$ cat src/rtl/audio_sample_conditioner_if.sv
// Mix inputs and conditioned sample outputs of the audio sample conditioner.
// master = mixer side / consumer of samples, slave = the conditioner itself.
interface audio_sample_conditioner_if;
  logic [10:0] mix_left;
  logic [10:0] mix_right;
  logic        mute;
  logic [15:0] sample_left;
  logic [15:0] sample_right;
  logic        sample_valid;

  modport master (
    output mix_left, mix_right, mute,
    input  sample_left, sample_right, sample_valid
  );

  modport slave (
    input  mix_left, mix_right, mute,
    output sample_left, sample_right, sample_valid
  );
endinterface

$ cat src/rtl/audio_sample_conditioner.sv
// Audio sample conditioner: per-channel clk-rate low-pass, fractional-rate
// decimation, DC-blocking high-pass, gain and saturation to signed 16-bit.
//
// state | meaning
// PRIME | waiting for the first decimated sample; it seeds the DC tracker, no strobe
// RUN   | every tick yields one sample pair three clocks later
module audio_sample_conditioner #(
  parameter int unsigned CLK_HZ     = 28000000,
  parameter int unsigned SAMPLE_HZ  = 48000,
  parameter int unsigned LP_SHIFT   = 4,   // 0..15
  parameter int unsigned DC_SHIFT   = 10,  // 1..15
  parameter int unsigned GAIN_SHIFT = 4    // 0..8
) (
  input logic                       clk,
  input logic                       mrst,
  audio_sample_conditioner_if.slave bus
);
  localparam int LPW = 11 + LP_SHIFT;
  localparam int DCW = 11 + DC_SHIFT;
  localparam int YW  = 20;  // 12-bit diff shifted by up to 8, plus headroom
  localparam logic signed [YW-1:0] Y_MAX = 32767;
  localparam logic signed [YW-1:0] Y_MIN = -32768;

  typedef enum logic {PRIME, RUN} state_t;

  // s + ((x << sh) - s) >>> sh in a 28-bit signed frame so nothing wraps for sh <= 15
  function automatic logic signed [27:0] track(logic signed [27:0] s, logic [10:0] x,
                                               int unsigned sh);
    logic signed [27:0] xs;
    xs = 28'(x) << sh;
    return s + ((xs - s) >>> sh);
  endfunction

  function automatic logic signed [11:0] dc_diff(logic [10:0] smp, logic [DCW-1:0] dc);
    return $signed({1'b0, smp}) - $signed({1'b0, dc[DCW-1 -: 11]});
  endfunction

  function automatic logic [15:0] gain_sat(logic signed [11:0] d);
    logic signed [YW-1:0] y;
    y = YW'(d) <<< GAIN_SHIFT;
    if (y > Y_MAX)      return 16'h7fff;
    else if (y < Y_MIN) return 16'h8000;
    else                return y[15:0];
  endfunction

  logic [31:0]        acc_q, acc_d;
  logic [32:0]        acc_sum;
  logic               tick;
  logic [LPW-1:0]     lp_l_q, lp_l_d, lp_r_q, lp_r_d;
  logic [10:0]        smp_l_q, smp_l_d, smp_r_q, smp_r_d;
  logic [DCW-1:0]     dc_l_q, dc_l_d, dc_r_q, dc_r_d;
  logic signed [11:0] diff_l_q, diff_l_d, diff_r_q, diff_r_d;
  logic               s1_q, s1_d, s2_q, s2_d;
  logic [15:0]        out_l_q, out_l_d, out_r_q, out_r_d;
  logic               valid_q, valid_d;
  state_t             state_q, state_d;

  // Next-state logic: tick generator, low-pass, three-stage sample pipeline, FSM
  always_comb begin
    acc_sum = {1'b0, acc_q} + 33'(SAMPLE_HZ);
    tick    = (acc_sum >= 33'(CLK_HZ));
    acc_d   = tick ? 32'(acc_sum - 33'(CLK_HZ)) : acc_sum[31:0];

    lp_l_d = LPW'(track(28'(lp_l_q), bus.mix_left, LP_SHIFT));
    lp_r_d = LPW'(track(28'(lp_r_q), bus.mix_right, LP_SHIFT));

    s1_d    = tick;
    smp_l_d = tick ? lp_l_q[LPW-1 -: 11] : smp_l_q;
    smp_r_d = tick ? lp_r_q[LPW-1 -: 11] : smp_r_q;

    s2_d     = 1'b0;
    dc_l_d   = dc_l_q;
    dc_r_d   = dc_r_q;
    diff_l_d = diff_l_q;
    diff_r_d = diff_r_q;
    state_d  = state_q;
    if (s1_q) begin
      if (state_q == PRIME) begin
        // Seed the tracker with the first sample so the output starts at zero
        dc_l_d   = DCW'(smp_l_q) << DC_SHIFT;
        dc_r_d   = DCW'(smp_r_q) << DC_SHIFT;
        diff_l_d = '0;
        diff_r_d = '0;
        state_d  = RUN;
      end else begin
        diff_l_d = dc_diff(smp_l_q, dc_l_q);
        diff_r_d = dc_diff(smp_r_q, dc_r_q);
        dc_l_d   = DCW'(track(28'(dc_l_q), smp_l_q, DC_SHIFT));
        dc_r_d   = DCW'(track(28'(dc_r_q), smp_r_q, DC_SHIFT));
        s2_d     = 1'b1;
      end
    end

    valid_d = s2_q;
    out_l_d = out_l_q;
    out_r_d = out_r_q;
    if (s2_q) begin
      out_l_d = bus.mute ? 16'h0000 : gain_sat(diff_l_q);
      out_r_d = bus.mute ? 16'h0000 : gain_sat(diff_r_q);
    end
  end

  // State registers; reset drops any sample in flight and returns to PRIME
  always_ff @(posedge clk) begin
    if (mrst) begin
      acc_q    <= '0;
      lp_l_q   <= '0;
      lp_r_q   <= '0;
      smp_l_q  <= '0;
      smp_r_q  <= '0;
      dc_l_q   <= '0;
      dc_r_q   <= '0;
      diff_l_q <= '0;
      diff_r_q <= '0;
      s1_q     <= 1'b0;
      s2_q     <= 1'b0;
      out_l_q  <= '0;
      out_r_q  <= '0;
      valid_q  <= 1'b0;
      state_q  <= PRIME;
    end else begin
      // A new tick must never land on a sample still in the pipeline (ratio >= 3)
      assert (!(tick && (s1_q || s2_q)));
      acc_q    <= acc_d;
      lp_l_q   <= lp_l_d;
      lp_r_q   <= lp_r_d;
      smp_l_q  <= smp_l_d;
      smp_r_q  <= smp_r_d;
      dc_l_q   <= dc_l_d;
      dc_r_q   <= dc_r_d;
      diff_l_q <= diff_l_d;
      diff_r_q <= diff_r_d;
      s1_q     <= s1_d;
      s2_q     <= s2_d;
      out_l_q  <= out_l_d;
      out_r_q  <= out_r_d;
      valid_q  <= valid_d;
      state_q  <= state_d;
    end
  end

  assign bus.sample_left  = out_l_q;
  assign bus.sample_right = out_r_q;
  assign bus.sample_valid = valid_q;
endmodule

$ cat src/flat_wrapper.sv
// flat-port wrapper written by rule: the top's interface ports become plain ports
module audio_sample_conditioner_flat 
#(
  parameter int unsigned CLK_HZ     = 28000000,
  parameter int unsigned SAMPLE_HZ  = 48000,
  parameter int unsigned LP_SHIFT   = 4,           
  parameter int unsigned DC_SHIFT   = 10,          
  parameter int unsigned GAIN_SHIFT = 4           
)
  (clk, mrst, bus_mix_left, bus_mix_right, bus_mute, bus_sample_left, bus_sample_right, bus_sample_valid);
  audio_sample_conditioner_if bus_i ();
  input logic clk;
  input logic mrst;
  input wire logic [$bits(bus_i.mix_left)-1:0] bus_mix_left;
  input wire logic [$bits(bus_i.mix_right)-1:0] bus_mix_right;
  input wire logic [$bits(bus_i.mute)-1:0] bus_mute;
  output wire logic [$bits(bus_i.sample_left)-1:0] bus_sample_left;
  output wire logic [$bits(bus_i.sample_right)-1:0] bus_sample_right;
  output wire logic [$bits(bus_i.sample_valid)-1:0] bus_sample_valid;
  assign bus_i.mix_left = bus_mix_left;
  assign bus_i.mix_right = bus_mix_right;
  assign bus_i.mute = bus_mute;
  assign bus_sample_left = bus_i.sample_left;
  assign bus_sample_right = bus_i.sample_right;
  assign bus_sample_valid = bus_i.sample_valid;
  audio_sample_conditioner #(.CLK_HZ(CLK_HZ), .SAMPLE_HZ(SAMPLE_HZ), .LP_SHIFT(LP_SHIFT), .DC_SHIFT(DC_SHIFT), .GAIN_SHIFT(GAIN_SHIFT)) u_core (.clk(clk), .mrst(mrst), .bus(bus_i));
endmodule
$ cat config.mk
export PLATFORM = sky130hd
export DESIGN_NAME = audio_sample_conditioner_flat
export DESIGN_NICKNAME = d
export VERILOG_FILES = /design/src/rtl/audio_sample_conditioner_if.sv /design/src/rtl/audio_sample_conditioner.sv /design/src/flat_wrapper.sv
export SDC_FILE = /design/constraint.sdc
export NUM_CORES = 1
export LEC_CHECK = 0
export ABC_AREA = 0
export CAP_MARGIN = 20
export CORE_ASPECT_RATIO = 1.75
export CORE_MARGIN = 5
export CORE_UTILIZATION = 50
export DETAILED_ROUTE_END_ITERATION = 8
export MAX_ROUTING_LAYER = met4
export PLACE_DENSITY = 0.76
export SLEW_MARGIN = 40
export SYNTH_ARGS = -nofsm -noshare
export SYNTH_HDL_FRONTEND = slang
export SYNTH_SLANG_ARGS = --single-unit
export TNS_END_PERCENT = 10
$ cat constraint.sdc
create_clock -name clk -period 14.6 [get_ports clk]
set_clock_uncertainty 0.15 [all_clocks]
set_input_delay 1.46 -clock clk [delete_from_list [all_inputs] [get_ports clk]]
set_output_delay 1.46 -clock clk [all_outputs]
set_load 0.02 [all_outputs]
After elaboration in Yosys (flattened, before gate mapping)
Index checks and enable logic that the tools add are counted.
Widths: inputs -> output; s select.
- bitwise gates (word level): 1
- magnitude comparators: 5
- mux-type cells: 12
- $add $sub $neg: 12
- reductions and logical operators: 1
- operators by type and width (operator ; count):
    $mux 16 ; 6
    $sub 21x21->22 ; 2
    $add 21x12->21 ; 2
    $mux 21 ; 2
    $add 32x16->33 const B ; 1
    $ge 33x25->1 const B ; 1
    $gt 16x16->1 const B ; 2
    $lt 16x16->1 const B ; 2
    $mux 32 ; 1
    $sub 15x15->16 ; 2
    $sub 32x25->32 const B ; 1
    $add 15x15->15 ; 2
    $mux 12 ; 2
    $sub 11x11->12 ; 2
    $reduce_or 2->1 ; 1
    $mux 1 ; 1
    $not 1->1 ; 1
- logic and storage cells: 46
- bits of input ports: 25
- output and inout port bits: 33
- register bits after elaboration: 186

Longest topological paths before layout
Gate-level depths: netlist (run 1).
- depth after elaboration: 4
- mapped depth: 20
- gate-level depth less buffers: 19

Least setup slack after synthesis (run 1)
OpenSTA, ideal clock, no wires.
- path kind: input-to-reg
- start point: input port bus_mix_left[0]
- end point: register u_core.lp_l_q[14]
- required time: 14.385 ns
- path slack: 9.760 ns
- arrival: 4.624 ns
- setup time: 0.065 ns
- path buffers: 0
- cell stages on the path: 16
- cell sequence: ha_1 a21oi_1 o21ai_0 nor4_1 nor2_1 a21oi_1 xnor2_1 ha_1 or3_1 o21ai_0 o31ai_1 or4_1 a31o_2 a21oi_1 xnor3_1 nor2_1
- cells in the longest elaborated chain, start to end: 2
- RTL lines (element ; RTL line ; source):
    from (decl) ; flat_wrapper.sv:14 ; input wire logic [$bits(bus_i.mix_left)-1:0] bus_mix_left;
    $sub 15x15->16 ; audio_sample_conditioner.sv:31 ; return s + ((xs - s) >>> sh);
    $add 15x15->15 ; audio_sample_conditioner.sv:31 ;
    to (signal assigned) ; audio_sample_conditioner.sv:125 ; lp_l_q <= lp_l_d;
    to (decl) ; audio_sample_conditioner.sv:49 ; logic [LPW-1:0] lp_l_q, lp_l_d, lp_r_q, lp_r_d;
No other way between the ends.
A chain may end at the register's enable or synchronous reset.

Final worst setup path (run 1)
Same ends and word-level chain as after synthesis.

==> out/results.ini, run 1 <==
[yosys]
synth_xor_area_share_pct = 10.55
yosys.area.top_type = dfxtp_1
synth_top_family_by_area = compound AO/OA/AOI/OAI gates
synthDistinctLibCells = 75
synth_mux_area_share_pct = 0.9036
yosysSeqAreaShare_pct = 27.47
syn_area_sq_um = 12460
async_flop_share_pct = 0
synth_edf_count = 0
synth-main-ff-cell = dfxtp_1
synthCells = 1558
synth_fa_ha_area_share_pct = 12.91
synth_top_area_share_pct = 27.47
ys_warn_count = 0
yosys.area_share.simple_pct = 20.17
avgSynthCellArea_sq_um = 7.999
synth_compound_area_share_pct = 22.17
ys_ff_latch = 171
synthTopCellsByArea = dfxtp_1 (27%), ha_1 (12%), xnor2_1 (6.7%)

[floorplan]
die_area_sq_um = 28310
start_util_pct = 50.60
core_area_sq_um = 24630
fp.dieH_microns = 218.8
io_pins = 58
rows = 76
die-width_microns = 129.3

[global_route]
grt_overflow = 0
grt_antenna_before_repair = 0
grt_max_degree = 68
grt_pass1_vias = 10923
grt_usage_pct = 22.95
grt_pass1_wl_mm = 51.13

[sta]
timing.final.hold_violations = 0
worst_pin_slew_ps = 744.3
slew_viol_final = 0
fin_setup_tns_ps = 0
fin_crit_sh_pct = 36.35
setup_ws_ps = 9294
slew_headroom_pct = 50.38
finalCriticalPeriod_ps = 5306
rsz0062_at_grt = no
setup_viol = 0
fmax_mhz = 188.4

[clock_tree]
cts_resized = 0
cts_made_buffers = 17
cts_tree = done
h-tree-depth = 4
clock-sinks = 171
clock_path_buffers = 2
holdBufCountCts = 0
post_cts_buffers = 0
clk-insertion-delay-late_ps = 460
path_clk_slew_ps = 70
cts-root-buf = clkbuf_16

[route]
wl_mm = 31.22
avgViaCountPerCell = 5.875
firstDrtPassIters = 5
postRouteAntennaNets = 0
drc = 0
drt-initial-drc-count = 540
vias = 11074
wl_per_cell_microns = 16.56

[worst_setup_path]
cp-end-kind = flop
path_class = input port to flop
crit_arrival_ps = 5550
required_ps = 14840
critPathMaxFanout = 4
worst_setup_path_start_kind = input port

[cells_and_area]
drive_gt1_share_pct = 4.387
syn2layout_area_growth_pct = 9.398
finalNetCount = 1710
mostFrequentLayoutCell = dfxtp_1
mostFrequentLayoutCells = dfxtp_1 (171), nor2_1 (161), a21oi_1 (152)
num_antenna_cells = 0
final_util_pct = 55.35
finalInstanceArea_sq_um = 13630

[outcome]
status = finished clean

[flow_run]
maxCapViolCount = 0

[place]
io_buffers = 49
placed_area_sq_um = 13080
gp_congestion = 0.9191
place_hpwl_mm = 23.75
pre_cts_slack_ps = 8893

[hold_path]
hold_class = flop to flop

## state kept, by name, summed over array words and instances, names as in the netlist
name and cells:
u_core.acc_q 25, u_core.dc_l_q 21, u_core.dc_r_q 21, u_core.lp_l_q 15, u_core.lp_r_q 15, u_core.bus.sample_left 12
u_core.bus.sample_right 12, u_core.diff_l_q 12, u_core.diff_r_q 12, u_core.smp_l_q 11, u_core.smp_r_q 11, u_core.bus.sample_valid 1
u_core.s1_q 1, u_core.s2_q 1, u_core.state_q 1
## path summary, 6_finish.rpt
kind | startpoint | endpoint | slack [ps] | cells after the start
worst max-delay path | bus_mix_left[0] | u_core.lp_l_q[14]$_SDFF_PP0_ | 9290 | 16
worst min-delay path | u_core.bus.sample_left[4]$_SDFFE_PP0P_ | u_core.bus.sample_left[4]$_SDFFE_PP0P_ | 320 | 2
worst max register to register | u_core.dc_r_q[10]$_SDFFE_PP0P_ | u_core.dc_r_q[17]$_SDFFE_PP0P_ | 9300 | 19
worst min register to register | u_core.bus.sample_left[4]$_SDFFE_PP0P_ | u_core.bus.sample_left[4]$_SDFFE_PP0P_ | 320 | 2
## critical path, cell delays in order
cell	delay [ps]
clkdlybuf4s50_1	400
ha_1	320
a21oi_1	240
o21ai_0	240
nor4_1	340
nor2_1	130
xor2_1	160
ha_1	220
or2_2	300
a211oi_1	400
o31ai_1	180
or4_1	440
a31o_2	250
a21oi_1	150
xnor3_1	220
nor2_1	80
## cell families after synthesis
kind of cell	count (synthesis)
AND/OR/NAND/NOR	502
AO/OA/AOI/OAI	429
buffers and inverters	172
flip-flops	171
XOR/XNOR	147
adder cells (fa/ha/maj)	125
multiplexers	11
other	1
## layout make-up
type | instances | area, sq um
fillers | 2247 | 11000
multi-input cells | 1222 | 8362
flip-flops and latches | 171 | 3423
repair buffers | 60 | 570.5
clock buffers | 19 | 452.9
well taps | 312 | 390.4
inverters | 88 | 330.3
clock inverters | 13 | 103.9
## metal layers
metal  vias up  part of all wire (%)  global-route usage (%)
li1       5509                     -                       -
met1      5236                    37                   21.99
met2       208                    55                   42.73
met3       121                   2.5                   2.728
met4         0                   5.8                   14.23
met5         -                     0                       -
## through the flow
stage / std cells / hold slack, ps
floorplan: 1565 / 291.1
CTS: 1885 / 322.0
global route: 1885 / 338.5
finish: 1885 / 318.4
detailed placement: 1853 / 309.9
global placement: 1853 / 303.9
## Yosys cell counts (all sizes together) (5+ instances only)
library cell  instances
mux2i                 9
nor2b                31
buf                  28
a21o                 40
nand3                23
and3                 14
a22oi                35
nand4                16
or3                  11
nand2b               41
or4                   5
nand2               100
nand3b               26
inv                  87
o21bai               14
fa                    6
and2                 14
o31ai                14
xnor2                96
o211ai               11
o21a                  7
a21oi               152
a41oi                 6
nor2                163
xor2                 49
a221oi                9
o21ai                63
ha                  119
o22ai                 9
nor4                 13
clkbuf               56
dfxtp               171
nor3                 24
or2                   8
a31oi                15
a211oi               14
Power of run 1 is not shown: default switching activity piles up to over one toggle a cycle in this logic, so the estimate is an artifact.
==> run 2: changes to the inputs <==
PLACE_DENSITY = 0.79   (was 0.76)
clock period = 4.35 ns   (was 14.6 ns; I/O delays follow)
==> run 2 against run 1 <==
Net effect:
- sequential share of layout area decreased by 2.3 points
- wire length increased by 8.1%
- via count increased by 7.8%
- global-route usage increased by 1.8 points
- critical path depth increased by 1
- worst hold slack improved by 5.2 ps
- setup slack got worse by 9200 ps
- non-clock buffer count increased by 137
- design area increased by 9.9%
- highest routed layer unchanged
- cell count increased by 7.3%
- core utilization increased by 5.5 points
- count of clock-buffer cells in the layout increased by 1
==> out/results.ini, run 2 (same netlist as run 1, synthesis figures left out) <==
[floorplan]
start_util_pct = 50.60
die_area_sq_um = 28310
io_pins = 58
die-width_microns = 129.3
core_area_sq_um = 24630
rows = 76
fp.dieH_microns = 218.8

[worst_setup_path]
critPathMaxFanout = 4
crit_chain = inv_1 -> ha_1 -> a21o_1 -> a21oi_1 -> o21ai_0 -> a41oi_1 -> a21boi_1 -> ha_1 -> and2_1 -> o311a_1 -> o31ai_2 -> buf_4 -> a21oi_2 -> o221ai_1 -> buf_4 -> or4_1 -> a31oi_1
worstSetupStartpoint = u_core.dc_l_q[14]$_SDFFE_PP0P_
path_class = flop to flop
cp-end-kind = flop
r2r_slack_ps = 80
required_ps = 4580
rr_startpoint = u_core.dc_l_q[14]$_SDFFE_PP0P_
crit_arrival_ps = 4500
path_buf_inv = 3
crit_family = compound AO/OA/AOI/OAI gates
worst_setup_path_start_kind = flop
crit_path_max_incr_delay_ps = 500
critPathSlowestCell = a21boi_1

[sta]
slew_headroom_pct = 48.50
slew_viol_final = 0
setup_viol = 0
finalCriticalPeriod_ps = 4267
rsz0062_at_grt = yes
hold_slack_ps = 323.7
worst_pin_slew_ps = 772.6
timing.final.hold_violations = 0
fmax_mhz = 234.4
fin_crit_sh_pct = 98.08

[place]
gp_congestion = 0.9390
place_hpwl_mm = 25.69
io_buffers = 49

[cells_and_area]
finalNetCount = 1847
fill_cells = 2075
num_antenna_cells = 0
syn2layout_area_growth_pct = 20.26
reg_top3 = u_core.acc_q x25, u_core.dc_l_q x21, u_core.dc_r_q x21
regMostFlops = u_core.acc_q
multi_input_area_sq_um = 8607
final_util_pct = 60.85
drive_gt1_share_pct = 14.21
regArea_sq_um = 3425
mostFrequentLayoutCell = dfxtp_1
mostFrequentLayoutCells = dfxtp_1 (170), nor2_1 (160), buf_4 (146)
largest_reg_flops = 25

[global_route]
grt_usage_pct = 24.74
grt_max_degree = 70
grt_overflow = 0
grt_pass1_vias = 12277
grt_antenna_before_repair = 0
grt_pass1_wl_mm = 55.23

[clock_tree]
cts-root-buf = clkbuf_16
clock-sinks = 171
cts_tree = done
clock_path_buffers = 2
clk-insertion-delay-late_ps = 450
h-tree-depth = 4
holdBufCountCts = 0
cts_made_buffers = 17
path_clk_slew_ps = 70

[outcome]
status = finished clean

[route]
wl_per_cell_microns = 16.70
drt-initial-drc-count = 780
drc = 0
postRouteAntennaNets = 0
wl_mm = 33.77
vias = 11935
avgViaCountPerCell = 5.903
firstDrtPassIters = 5

[hold_path]
min-delay-start = u_core.bus.sample_right[14]$_SDFFE_PP0P_
hold_class = flop to flop

[flow_run]
maxCapViolCount = 0

## run 2: cell types whose count changed in the layout (fill, tap and decap cells not counted), moves of 3 or more
cell,delta
buf_4,+134
a21oi_1,-8
a21oi_2,+8
o21ai_0,-7
nor4_1,-5
nor4_2,+4
o21ai_2,+4
a211oi_1,-3
a211oi_2,+3
a41oi_1,-3
clkinv_2,-3
o21ai_1,+3
## run 2: timing repair
item / 4_1_cts / 5_1_grt
setup buffers: 2 / 3
gates cloned: 0 / 0
resized for setup: 12 / 36
setup endpoints to repair: 4 / 17
pin swaps: 5 / 17
## run 2: worst reg2reg max path, stage by stage, from the launching register on
cell and delay (ps):
dfxtp_1 330, inv_1 60, ha_1 310, a21o_1 170, a21oi_1 230, o21ai_0 130, a41oi_1 310, a21boi_1 500
ha_1 270, and2_1 230, o311a_1 220, o31ai_2 60, buf_4 150, a21oi_2 160, o221ai_1 160, buf_4 160
or4_1 460, a31oi_1 130
## run 2: path summary, 6_finish.rpt
| check | cells past startpoint | to |
|---|---|---|
| max | 17 | u_core.dc_l_q[20]$_SDFFE_PP0P_ |
| min | 2 | u_core.bus.sample_right[14]$_SDFFE_PP0P_ |
| max reg2reg | 17 | u_core.dc_l_q[20]$_SDFFE_PP0P_ |
| min reg2reg | 2 | u_core.bus.sample_right[14]$_SDFFE_PP0P_ |
## run 2: cell type report
| class | count | area share (%) |
|---|---|---|
| Timing Repair Buffer | 197 | 10.86 |
| Tap cell | 312 | 2.605 |
| Inverter | 88 | 2.204 |
| Sequential cell | 171 | 22.85 |
| Clock buffer | 20 | 3.047 |
| Clock inverter | 12 | 1.002 |
| Multi-Input combinational cell | 1222 | 57.43 |
## run 2: stage by stage
step	TNS, ps	setup WS (ps)	area [sq um]	cells
after floorplan	0	7.462	12510	1565
after global placement	-72.57	-48.52	14100	1985
after detailed placement	-691.0	-227.5	14100	1985
after CTS	0	1.019	14770	2019
after global routing	-711.3	-194.7	14990	2022
final	0	83.41	14990	2022
## run 2: routing by layer
layer / wire length [microns] / share of wire, % / track usage [%]
met1: 11960 / 35 / 23.07
met3: 1334 / 4.0 / 3.775
met4: 2255 / 6.7 / 16.12
met5: 0 / 0 / -
met2: 18210 / 54 / 45.83
Power of run 2 is left out for the same reason.
